<file path="src/rtl/global_history_reg.sv">
// Speculative global branch history with a checkpoint ring for misprediction recovery.
// Latency: ghr_o updates 1 cycle after an accepted predict/recover; ready/id are same-cycle combinational.
// Backpressure: predict_ready_o drops when the ring is full, during recovery, or in reset.
module global_history_reg #(
    parameter int GHR_LENGTH    = 64,
    parameter int CKPT_DEPTH    = 8,
    parameter int CKPT_ID_WIDTH = 3
) (
    input  logic                     clk,
    input  logic                     rst,
    input  logic                     predict_valid_i,
    input  logic                     predict_taken_i,
    output logic                     predict_ready_o,
    output logic [CKPT_ID_WIDTH-1:0] predict_ckpt_id_o,
    input  logic                     commit_valid_i,
    input  logic                     recover_valid_i,
    input  logic [CKPT_ID_WIDTH-1:0] recover_ckpt_id_i,
    input  logic                     recover_taken_i,
    output logic [GHR_LENGTH-1:0]    ghr_o,
    output logic [CKPT_ID_WIDTH:0]   ckpt_count_o
);

    localparam logic [CKPT_ID_WIDTH:0] FULL_COUNT = (CKPT_ID_WIDTH+1)'(CKPT_DEPTH);
    localparam logic [CKPT_ID_WIDTH:0] ONE        = (CKPT_ID_WIDTH+1)'(1);

    logic [GHR_LENGTH-1:0]    ghr;
    logic [GHR_LENGTH-1:0]    ckpt [CKPT_DEPTH];
    logic [CKPT_ID_WIDTH-1:0] head;
    logic [CKPT_ID_WIDTH-1:0] tail;
    logic [CKPT_ID_WIDTH:0]   count;

    logic                     accept;
    logic                     commit_ok;
    logic [CKPT_ID_WIDTH-1:0] rec_dist;
    logic [CKPT_ID_WIDTH:0]   rec_count;
    logic [CKPT_ID_WIDTH:0]   run_count;

    assign predict_ready_o   = !rst && !recover_valid_i && (count != FULL_COUNT);
    assign predict_ckpt_id_o = tail;
    assign accept            = predict_valid_i && predict_ready_o;
    assign commit_ok         = commit_valid_i && (count != '0);

    // Slots from head up to and including the recovered branch stay occupied.
    assign rec_dist  = recover_ckpt_id_i - head;
    assign rec_count = {1'b0, rec_dist} + ONE - {{CKPT_ID_WIDTH{1'b0}}, commit_valid_i};

    always_comb begin
        run_count = count;
        if (accept && !commit_ok) begin
            run_count = count + ONE;
        end else if (!accept && commit_ok) begin
            run_count = count - ONE;
        end
    end

    always_ff @(posedge clk) begin
        if (rst) begin
            ghr   <= '0;
            head  <= '0;
            tail  <= '0;
            count <= '0;
        end else if (recover_valid_i) begin
            ghr   <= {ckpt[recover_ckpt_id_i][GHR_LENGTH-2:0], recover_taken_i};
            tail  <= recover_ckpt_id_i + 1'b1;
            count <= rec_count;
            if (commit_valid_i) begin
                head <= head + 1'b1;
            end
        end else begin
            if (accept) begin
                ghr  <= {ghr[GHR_LENGTH-2:0], predict_taken_i};
                tail <= tail + 1'b1;
            end
            if (commit_ok) begin
                head <= head + 1'b1;
            end
            count <= run_count;
        end
    end

    // Snapshot storage carries no reset; contents are only read for occupied slots.
    always_ff @(posedge clk) begin
        if (accept) begin
            ckpt[tail] <= ghr;
        end
    end

    assign ghr_o        = ghr;
    assign ckpt_count_o = count;

endmodule

</file>
<file path="config.mk">
export PLATFORM = sky130hd
export DESIGN_NAME = global_history_reg
export DESIGN_NICKNAME = d
export VERILOG_FILES = /design/src/rtl/global_history_reg.sv
export SDC_FILE = /design/constraint.sdc
export NUM_CORES = 1
export LEC_CHECK = 0
export CAP_MARGIN = 15
export CORE_MARGIN = 3
export CORE_UTILIZATION = 30
export DETAILED_ROUTE_END_ITERATION = 10
export SYNTH_ARGS = -nofsm -noshare
export SYNTH_HDL_FRONTEND = slang
export SYNTH_SLANG_ARGS = --single-unit
export TNS_END_PERCENT = 30
</file>
<file path="constraint.sdc">
create_clock -name clk -period 26.8 [get_ports clk]
set_input_delay 5.36 -clock clk [delete_from_list [all_inputs] [get_ports clk]]
set_output_delay 5.36 -clock clk [all_outputs]
set_load 0.01 [all_outputs]
</file>
==> flow_summary.json, run 1 <==
{
  "synth_edf_count": 504,
  "dp_hpwl_mm": 25.0,
  "synth-simple-area-share": 0.0221,
  "hp-class": "register to register",
  "fmax_mhz": 80.2,
  "crit_path_max_fanout": 18,
  "ys_ff_latch": 578,
  "cts_root_buf": "clkbuf_16",
  "grt_max_degree": 125,
  "fin_crit_ns": 12.47,
  "ioPinCount": 82,
  "path_cells": "clkdlybuf4s50_1 -> nor3_1 -> clkdlybuf4s50_1",
  "grt_use_total": 0.130,
  "clock-sinks": 578,
  "drt-initial-drc-count": 810,
  "max_stage_delay_ns": 0.84,
  "port_buffers": 81,
  "critPathCaptureType": "primary output",
  "syn_inst": 1407,
  "antenna_left": 0,
  "clockBufferDepth": 3,
  "synthToLayoutAreaGrowth_pct": 16.9,
  "synth-seq-area-share": 0.736,
  "post_cts_resized": 0,
  "netlist_area_um2": 22600,
  "cts_hold_buf": 0,
  "max-vdd-ir-drop_mv": 0.0518,
  "cpMaxStageDelayCell": "clkdlybuf4s50_1",
  "clkLatencyLatePin_ns": 0.63,
  "async_flop_share": 0,
  "synth-adder-area-share": 0.00621,
  "antenna_found_initial": 0,
  "syn_area_per_cell_um2": 16.0,
  "synthFlopType": "edfxtp_1",
  "cts_made_buffers": 57,
  "core_area_um2": 73700,
  "muxShareOfSynthArea": 0.114,
  "die_h_um": 280,
  "finalSetupViolCount": 0,
  "synth_nets": 1427,
  "rsz0062_at_grt": "false",
  "place_ws_ns": 14.33,
  "worst_slew_pin_slew_ns": 1.08,
  "cts_setup_buffers": 0,
  "gp_congestion": 0.704,
  "fin_crit_sh": 0.465,
  "synthXorXnorAreaFrac": 0.00310,
  "wl_per_cell_um": 21.1,
  "dieWidth_um": 280,
  "setup_slack_ns": 14.33,
  "yosys_warnings": 0,
  "die_area_um2": 78600,
  "ys_types": 46,
  "cts_tree": "done",
  "drc": 0,
  "maxCapViolations": 0,
  "crit_buf_inv": 2,
  "powerDensity_nw_per_um2": 76.1,
  "path_clk_slew_ns": 0.06,
  "antenna_cells": 0,
  "start_kind": "primary input",
  "overflow": 0,
  "r2r_slack_ns": 23.30,
  "first_global_vias": 12800,
  "vias_per_cell": 5.05,
  "grt_pass1_wl_mm": 79.0,
  "cp.arrival_ns": 7.11,
  "cts_htree_levels": 2,
  "first_pass_iters": 5,
  "vias": 12500,
  "wl_mm": 52.2,
  "slew_headroom": 0.283,
  "cp_data_required_time_ns": 21.44,
  "critPathMostFrequentCell": "clkdlybuf4s50_1",
  "setup-tns-final_ns": 0,
  "finalNetCount": 1486,
  "critPathTopFamily": "buffers and inverters",
  "drive_above_1_share": 0.0885,
  "core.rowCount": 99,
  "hold_viol": 0,
  "clock_skew_ns": 0.0277,
  "maxSlewViolCount": 0,
  "synth_compound_area_frac": 0.0970,
  "outcome": "completed",
  "initial_core_util": 0.306,
  "synth_top_family_by_area": "multiplexers",
  "crit_type": "primary input to primary output",
  "p_leak_nw": 8.94
}
[path summary, 6_finish.rpt]
| path | endpoint | from | cells after the start |
|---|---|---|---|
| max | predict_ready_o | recover_valid_i | 3 |
| min | head[1] | head[1] | 2 |
| max reg2reg | ckpt[1][43] | ckpt_count_o[0] | 5 |
| min reg2reg | head[1] | head[1] | 2 |
[cell usage after synthesis (all sizes together) (2+ instances only)]
master | instances | area [um2]
xnor2 | 5 | 43.8
dfxtp | 74 | 1480
a211oi | 64 | 480
mux2i | 255 | 2550
a21o | 3 | 22.5
o221ai | 63 | 552
nand2 | 9 | 36.3
nor3 | 5 | 25.0
nor2 | 68 | 255
nor4b | 3 | 26.3
o22ai | 63 | 394
ha | 8 | 100
xor2 | 3 | 26.3
fa | 2 | 40.0
inv | 7 | 26.3
buf | 50 | 249
nand3 | 7 | 35.0
o21ai | 128 | 641
clkbuf | 55 | 206
nor3b | 5 | 42.5
mux2 | 2 | 22.5
nand2b | 3 | 18.8
a21oi | 5 | 25.0
edfxtp | 504 | 15100
[worst register-to-register path: stages, from the launching register on]
cell	delay, ns
dfxtp_1	0.51
or4b_1	0.39
nand2_4	0.62
nor4b_2	0.43
buf_4	0.43
buf_4	0.72
[power breakdown]
group	internal, mW	switching, mW
clock network	0.497	0.334
logic	0.0591	0.0797
registers	1.01	0.0307
total	1.56	0.445
[cell usage in the layout, fill, tap and decap left out, drive strengths merged, types with 7 or more instances in the layout]
| master | netlist | routed |
|---|---|---|
| clkbuf | 55 | 83 |
| o21ai | 128 | 128 |
| o22ai | 63 | 63 |
| dfxtp | 74 | 74 |
| edfxtp | 504 | 504 |
| ha | 8 | 8 |
| nand2 | 9 | 9 |
| buf | 50 | 27 |
| o221ai | 63 | 63 |
| clkdlybuf4s50 | 0 | 78 |
| bufinv | 0 | 8 |
| clkinv | 0 | 14 |
| inv | 7 | 8 |
| mux2i | 255 | 255 |
| nor2 | 68 | 68 |
| a211oi | 64 | 64 |
| nand3 | 7 | 7 |
[cells by family after synthesis]
group,count (synthesis)
buf+inv,112
flops,578
simple gates,108
xor+xnor,8
compound gates,334
mux,257
fa+ha+maj,10
[sequential cells by signal, indices dropped and copies added, names as in the netlist]
register and flops:
ghr_o 64, head 3, ckpt_count_o 4, predict_ckpt_id_o 3, ckpt 504
[through the flow]
| stage | cell area [um2] | hold slack [ns] | utilization | cells | power (mW) |
|---|---|---|---|---|---|
| after floorplan | 22600 | 0.460 | - | 1407 | 1.13 |
| after global placement | 24400 | 0.477 | 0.331 | 2366 | 1.19 |
| after detailed placement | 24400 | 0.498 | 0.331 | 2366 | 1.20 |
| after CTS | 26400 | 0.505 | 0.358 | 2473 | 2.03 |
| after global routing | 26400 | 0.533 | 0.358 | 2473 | 2.08 |
| final | 26400 | 0.499 | 0.358 | 2473 | 2.01 |
[area by class of cell]
class	count	area [um2]
fillers	6834	47300
flip-flops and latches	578	16600
multi-input cells	717	5550
clock buffers	83	1610
well taps	959	1200
repair buffers	105	1000
clock inverters	24	374
inverters	7	26.3
[routing by layer]
layer  GRT usage  vias up  part of all wire
met4      0.0402        0             0.025
met5           0        -                 0
met2       0.218      300              0.48
li1            -     5717                 -
met1       0.170     6372              0.44
met3      0.0272       97             0.053
Power figures use the tool's default switching activity.
==> run 2: changes to the inputs <==
==> constraint.sdc (replaced) <==
create_clock -name clk -period 10.1 [get_ports clk]
set_input_delay 2.02 -clock clk [delete_from_list [all_inputs] [get_ports clk]]
set_output_delay 2.02 -clock clk [all_outputs]
set_load 0.01 [all_outputs]
==> run 2 against run 1 <==
Hold slack improved by 0.016 ns. Sequential share of layout area increased by 0.19 points. Routed wire length decreased by 2.8%. Critical path type unchanged. Critical endpoint unchanged. Highest routed layer unchanged.
==> flow_summary.json, run 2 (synthesized netlist as in run 1, its figures left out) <==
{
  "power_mw": 5.26,
  "dieWidth_um": 280,
  "clock_skew_ns": 0.0217,
  "dr_wl_met2_mm": 25.1,
  "min_path_cells": 2,
  "r2r_slack_ns": 7.05,
  "overflow": 0,
  "antenna_cells": 0,
  "grt_pass1_wl_mm": 78.4,
  "first_pass_iters": 5,
  "die_area_um2": 78600,
  "dp_hpwl_mm": 25.5,
  "finalNetCount": 1487,
  "fmax_mhz": 173,
  "antenna_found_initial": 0,
  "ioPinCount": 82,
  "min_to": "head[1]",
  "cp.arrival_ns": 3.76,
  "max-vdd-ir-drop_mv": 0.140,
  "wl_per_cell_um": 20.5,
  "first_global_vias": 12800,
  "post_cts_resized": 0,
  "hp-class": "register to register",
  "seqCellArea_um2": 16600,
  "hold_viol": 0,
  "critPathCaptureType": "primary output",
  "initial_core_util": 0.306,
  "die_h_um": 280,
  "clockBufferDepth": 3,
  "wl_mm": 50.8,
  "largest_reg_flops": 504,
  "place_area_um2": 24400,
  "synthToLayoutAreaGrowth_pct": 16.5,
  "antenna_left": 0,
  "rsz0062_at_grt": "false",
  "fillers": 6824,
  "gp_congestion": 0.717,
  "outcome": "completed",
  "clkLatencyLatePin_ns": 0.62,
  "grt_use_total": 0.128,
  "fin_cells": 2476,
  "cts_tree": "done",
  "fin_crit_ns": 5.78,
  "top_layer": "met4",
  "met3WireLength_mm": 2.85,
  "setup-tns-final_ns": 0,
  "cts_hold_buf": 0,
  "slew_headroom": 0.222,
  "worst_r2r_startpoint": "ckpt_count_o[0]",
  "crit_path_max_fanout": 18,
  "r2r_cells": 4,
  "wl_met1_mm": 21.9,
  "reg2reg_to": "ckpt[1][11]",
  "core_area_um2": 73700,
  "clock-sinks": 578,
  "cts_made_buffers": 58,
  "crit_type": "primary input to primary output",
  "regMostFlops": "ckpt",
  "cp_data_required_time_ns": 8.08,
  "cts_root_buf": "clkbuf_16",
  "finalSetupViolCount": 0,
  "fin_util": 0.357,
  "maxSlewViolCount": 0,
  "drt-initial-drc-count": 903,
  "drc": 0,
  "cts_htree_levels": 2,
  "powerDensity_nw_per_um2": 200,
  "final_cell_mix": "504 x edfxtp_1, 255 x mux2i_1, 126 x o21ai_0",
  "start_kind": "primary input",
  "layout_commonest_cell": "edfxtp_1",
  "hp-start": "head[1]",
  "final_area_um2": 26300,
  "path_clk_slew_ns": 0.06,
  "core.rowCount": 99,
  "grt_max_degree": 133,
  "cts_setup_buffers": 0,
  "fin_crit_sh": 0.572,
  "vias_per_cell": 5.03,
  "worst_slew_pin_slew_ns": 1.17,
  "vias": 12500,
  "multi_input_comb_area_um2": 5560,
  "drive_above_1_share": 0.0837,
  "port_buffers": 81,
  "maxCapViolations": 0,
  "p_leak_nw": 8.90,
  "dp.cells": 2366
}
## run 2: worst max path at each step
stage                            endpoint             from  slack (ns)
after floorplan                ckpt[1][0]              rst        0.01
after global placement    predict_ready_o  recover_valid_i        4.27
after detailed placement      ckpt[1][57]  recover_valid_i        4.27
after CTS                 predict_ready_o  recover_valid_i        4.32
after global routing      predict_ready_o  recover_valid_i        4.20
final                     predict_ready_o  recover_valid_i        4.32
## run 2: routing by layer
metal | vias up | track usage
li1 | 5736 | -
met1 | 6327 | 0.166
met2 | 316 | 0.217
met3 | 76 | 0.0274
met4 | 0 | 0.0339
met5 | - | 0
## run 2: worst max-delay path, cell delays in order
cell,delay (ns)
clkdlybuf4s50_1,0.84
nor3_1,0.33
clkdlybuf4s50_1,0.57
## run 2: power by group
group | internal [mW] | switching [mW] | total, mW
combinational | 0.158 | 0.210 | 0.367
clock | 1.26 | 0.874 | 2.13
sequential | 2.67 | 0.0856 | 2.76
total | 4.09 | 1.17 | 5.26
## run 2: stage by stage
| stage | setup slack [ns] | hold WS [ns] |
|---|---|---|
| final | 4.32 | 0.515 |
| after global routing | 4.20 | 0.562 |
| after CTS | 4.32 | 0.521 |
| after detailed placement | 4.27 | 0.513 |
| after global placement | 4.27 | 0.477 |
| after floorplan | 0.0133 | 0.460 |
## run 2: area by class of cell
type                            count  area share
Tap cell                          959      0.0456
Timing Repair Buffer              105      0.0381
Sequential cell                   578       0.632
Clock inverter                     29      0.0126
Inverter                            7    0.000999
Clock buffer                       81      0.0596
Multi-Input combinational cell    717       0.211
==> run 3: changes to the inputs <==
==> constraint.sdc (replaced) <==
create_clock -name clk -period 4.83 [get_ports clk]
set_input_delay 0.966 -clock clk [delete_from_list [all_inputs] [get_ports clk]]
set_output_delay 0.966 -clock clk [all_outputs]
set_load 0.01 [all_outputs]
==> run 3 against run 2 <==
Clock-buffer cell count shrank 9. Core utilization up 0.25 points. Combinational power grew 110%. Global-route usage is 0.30 points higher. Register-to-register slack worse by 5.1 ns. Die area is the same. Worst setup slack got worse by 2.9 ns.
==> flow_summary.json, run 3 (synthesized netlist as in run 1, its figures left out) <==
{
  "die_h_um": 280,
  "gp_congestion": 0.725,
  "fin_crit_sh": 0.701,
  "grt_max_degree": 85,
  "layout_commonest_cell": "edfxtp_1",
  "first_pass_iters": 4,
  "worst_hold_slack_ns": 0.509,
  "core.rowCount": 99,
  "fmax_mhz": 295,
  "switching_share": 0.226,
  "worst_slew_pin_slew_ns": 1.17,
  "pwr-share-comb": 0.070,
  "cp_data_required_time_ns": 3.86,
  "grt_use_total": 0.131,
  "cp.arrival_ns": 2.42,
  "seqPwrFrac": 0.520,
  "setup-tns-final_ns": 0,
  "path_clk_slew_ns": 0.06,
  "place_ws_ns": 0.844,
  "power_switching_mw": 2.50,
  "core_area_um2": 73700,
  "cts_setup_buffers": 0,
  "critPathCaptureType": "primary output",
  "hold_viol": 0,
  "rsz0062_at_grt": "false",
  "antenna_cells": 0,
  "vias": 12400,
  "finalNetCount": 1492,
  "start_kind": "register",
  "clockBufferDepth": 3,
  "p_int_mw": 8.59,
  "slew_headroom": 0.220,
  "wl_per_cell_um": 21.0,
  "wl_mm": 52.2,
  "hp-class": "register to register",
  "drt-initial-drc-count": 785,
  "port_buffers": 81,
  "finalSetupViolCount": 0,
  "max-vdd-ir-drop_mv": 0.302,
  "antenna_found_initial": 2,
  "post_cts_resized": 0,
  "setup_slack_ns": 1.44,
  "synthToLayoutAreaGrowth_pct": 17.4,
  "cts_tree": "done",
  "ioPinCount": 82,
  "die_area_um2": 78600,
  "cts_htree_levels": 2,
  "dp.cells": 2373,
  "crit_path_max_fanout": 8,
  "cts_hold_buf": 0,
  "cts_made_buffers": 56,
  "clock_skew_ns": 0.0279,
  "cts_root_buf": "clkbuf_16",
  "power_mw": 11.1,
  "fin_cells": 2479,
  "p_leak_nw": 8.99,
  "clkLatencyLatePin_ns": 0.61,
  "largest_reg_flops": 504,
  "fin_crit_ns": 3.39,
  "antenna_left": 0,
  "initial_core_util": 0.306,
  "power_frac_clock": 0.410,
  "grt_pass1_wl_mm": 79.4,
  "maxSlewViolCount": 0,
  "dieWidth_um": 280,
  "powerDensity_nw_per_um2": 419,
  "maxCapViolations": 0,
  "crit_type": "register to primary output",
  "dp_hpwl_mm": 25.6,
  "clock-sinks": 578,
  "vias_per_cell": 5.02,
  "overflow": 0,
  "outcome": "completed",
  "first_global_vias": 12700,
  "drive_above_1_share": 0.0961,
  "drc": 0,
  "final_cell_mix": "504 x edfxtp_1, 255 x mux2i_1, 126 x o21ai_0",
  "fillers": 6793,
  "regMostFlops": "ckpt"
}
run 3: cell count changes in the layout (fill, tap and decap cells not counted), sizes merged:
| cell | delta |
|---|---|
| inv | +1 |
| clkinvlp | +2 |
| buf | +7 |
| clkinv | +1 |
| bufinv | +1 |
| clkbuf | -9 |
run 3: worst max-delay path, stage by stage, from the launching register on:
cell             delay, ns
dfxtp_1               0.41
nor4b_1               0.78
nor3_1                0.10
clkdlybuf4s50_1       0.52
run 3: final cells by class:
type	count	area, um2	share of cell area
inverters	7	26.3	0.000992
clock buffers	72	1520	0.0574
clock inverters	34	415	0.0157
repair buffers	112	1130	0.0427
multi-input cells	717	5580	0.211
well taps	959	1200	0.0453
flip-flops and latches	578	16600	0.627
run 3: power groups by stage:
stage / clock [mW] / combinational (mW) / sequential [mW]
floorplan: 0 / 0.464 / 5.83
global placement: 0 / 0.779 / 5.85
detailed placement: 0 / 0.790 / 5.87
CTS: 4.66 / 0.793 / 5.76
global route: 4.84 / 0.856 / 5.79
finish: 4.55 / 0.780 / 5.76
run 3: worst paths after layout:
kind | to | slack [ns] | startpoint | depth (start not counted)
min reg2reg | head[1] | 0.51 | head[1] | 2
max | predict_ready_o | 1.44 | ckpt_count_o[0] | 3
min | head[1] | 0.51 | head[1] | 2
max reg2reg | ckpt[0][9] | 1.99 | ckpt_count_o[0] | 4
run 3: metrics by stage:
stage                     utilization  instance area [um2]
final                           0.359                26500
after global routing            0.359                26500
after CTS                       0.359                26500
after detailed placement        0.333                24600
after global placement          0.333                24600
after floorplan                     -                22600
run 3: metal layers:
| layer | global-route usage | vias to the layer above | share of wire |
|---|---|---|---|
| met5 | 0 | - | 0.00052 |
| met4 | 0.0378 | 4 | 0.025 |
| met3 | 0.0287 | 92 | 0.049 |
| met2 | 0.220 | 225 | 0.49 |
| met1 | 0.170 | 6381 | 0.44 |
| li1 | - | 5739 | - |
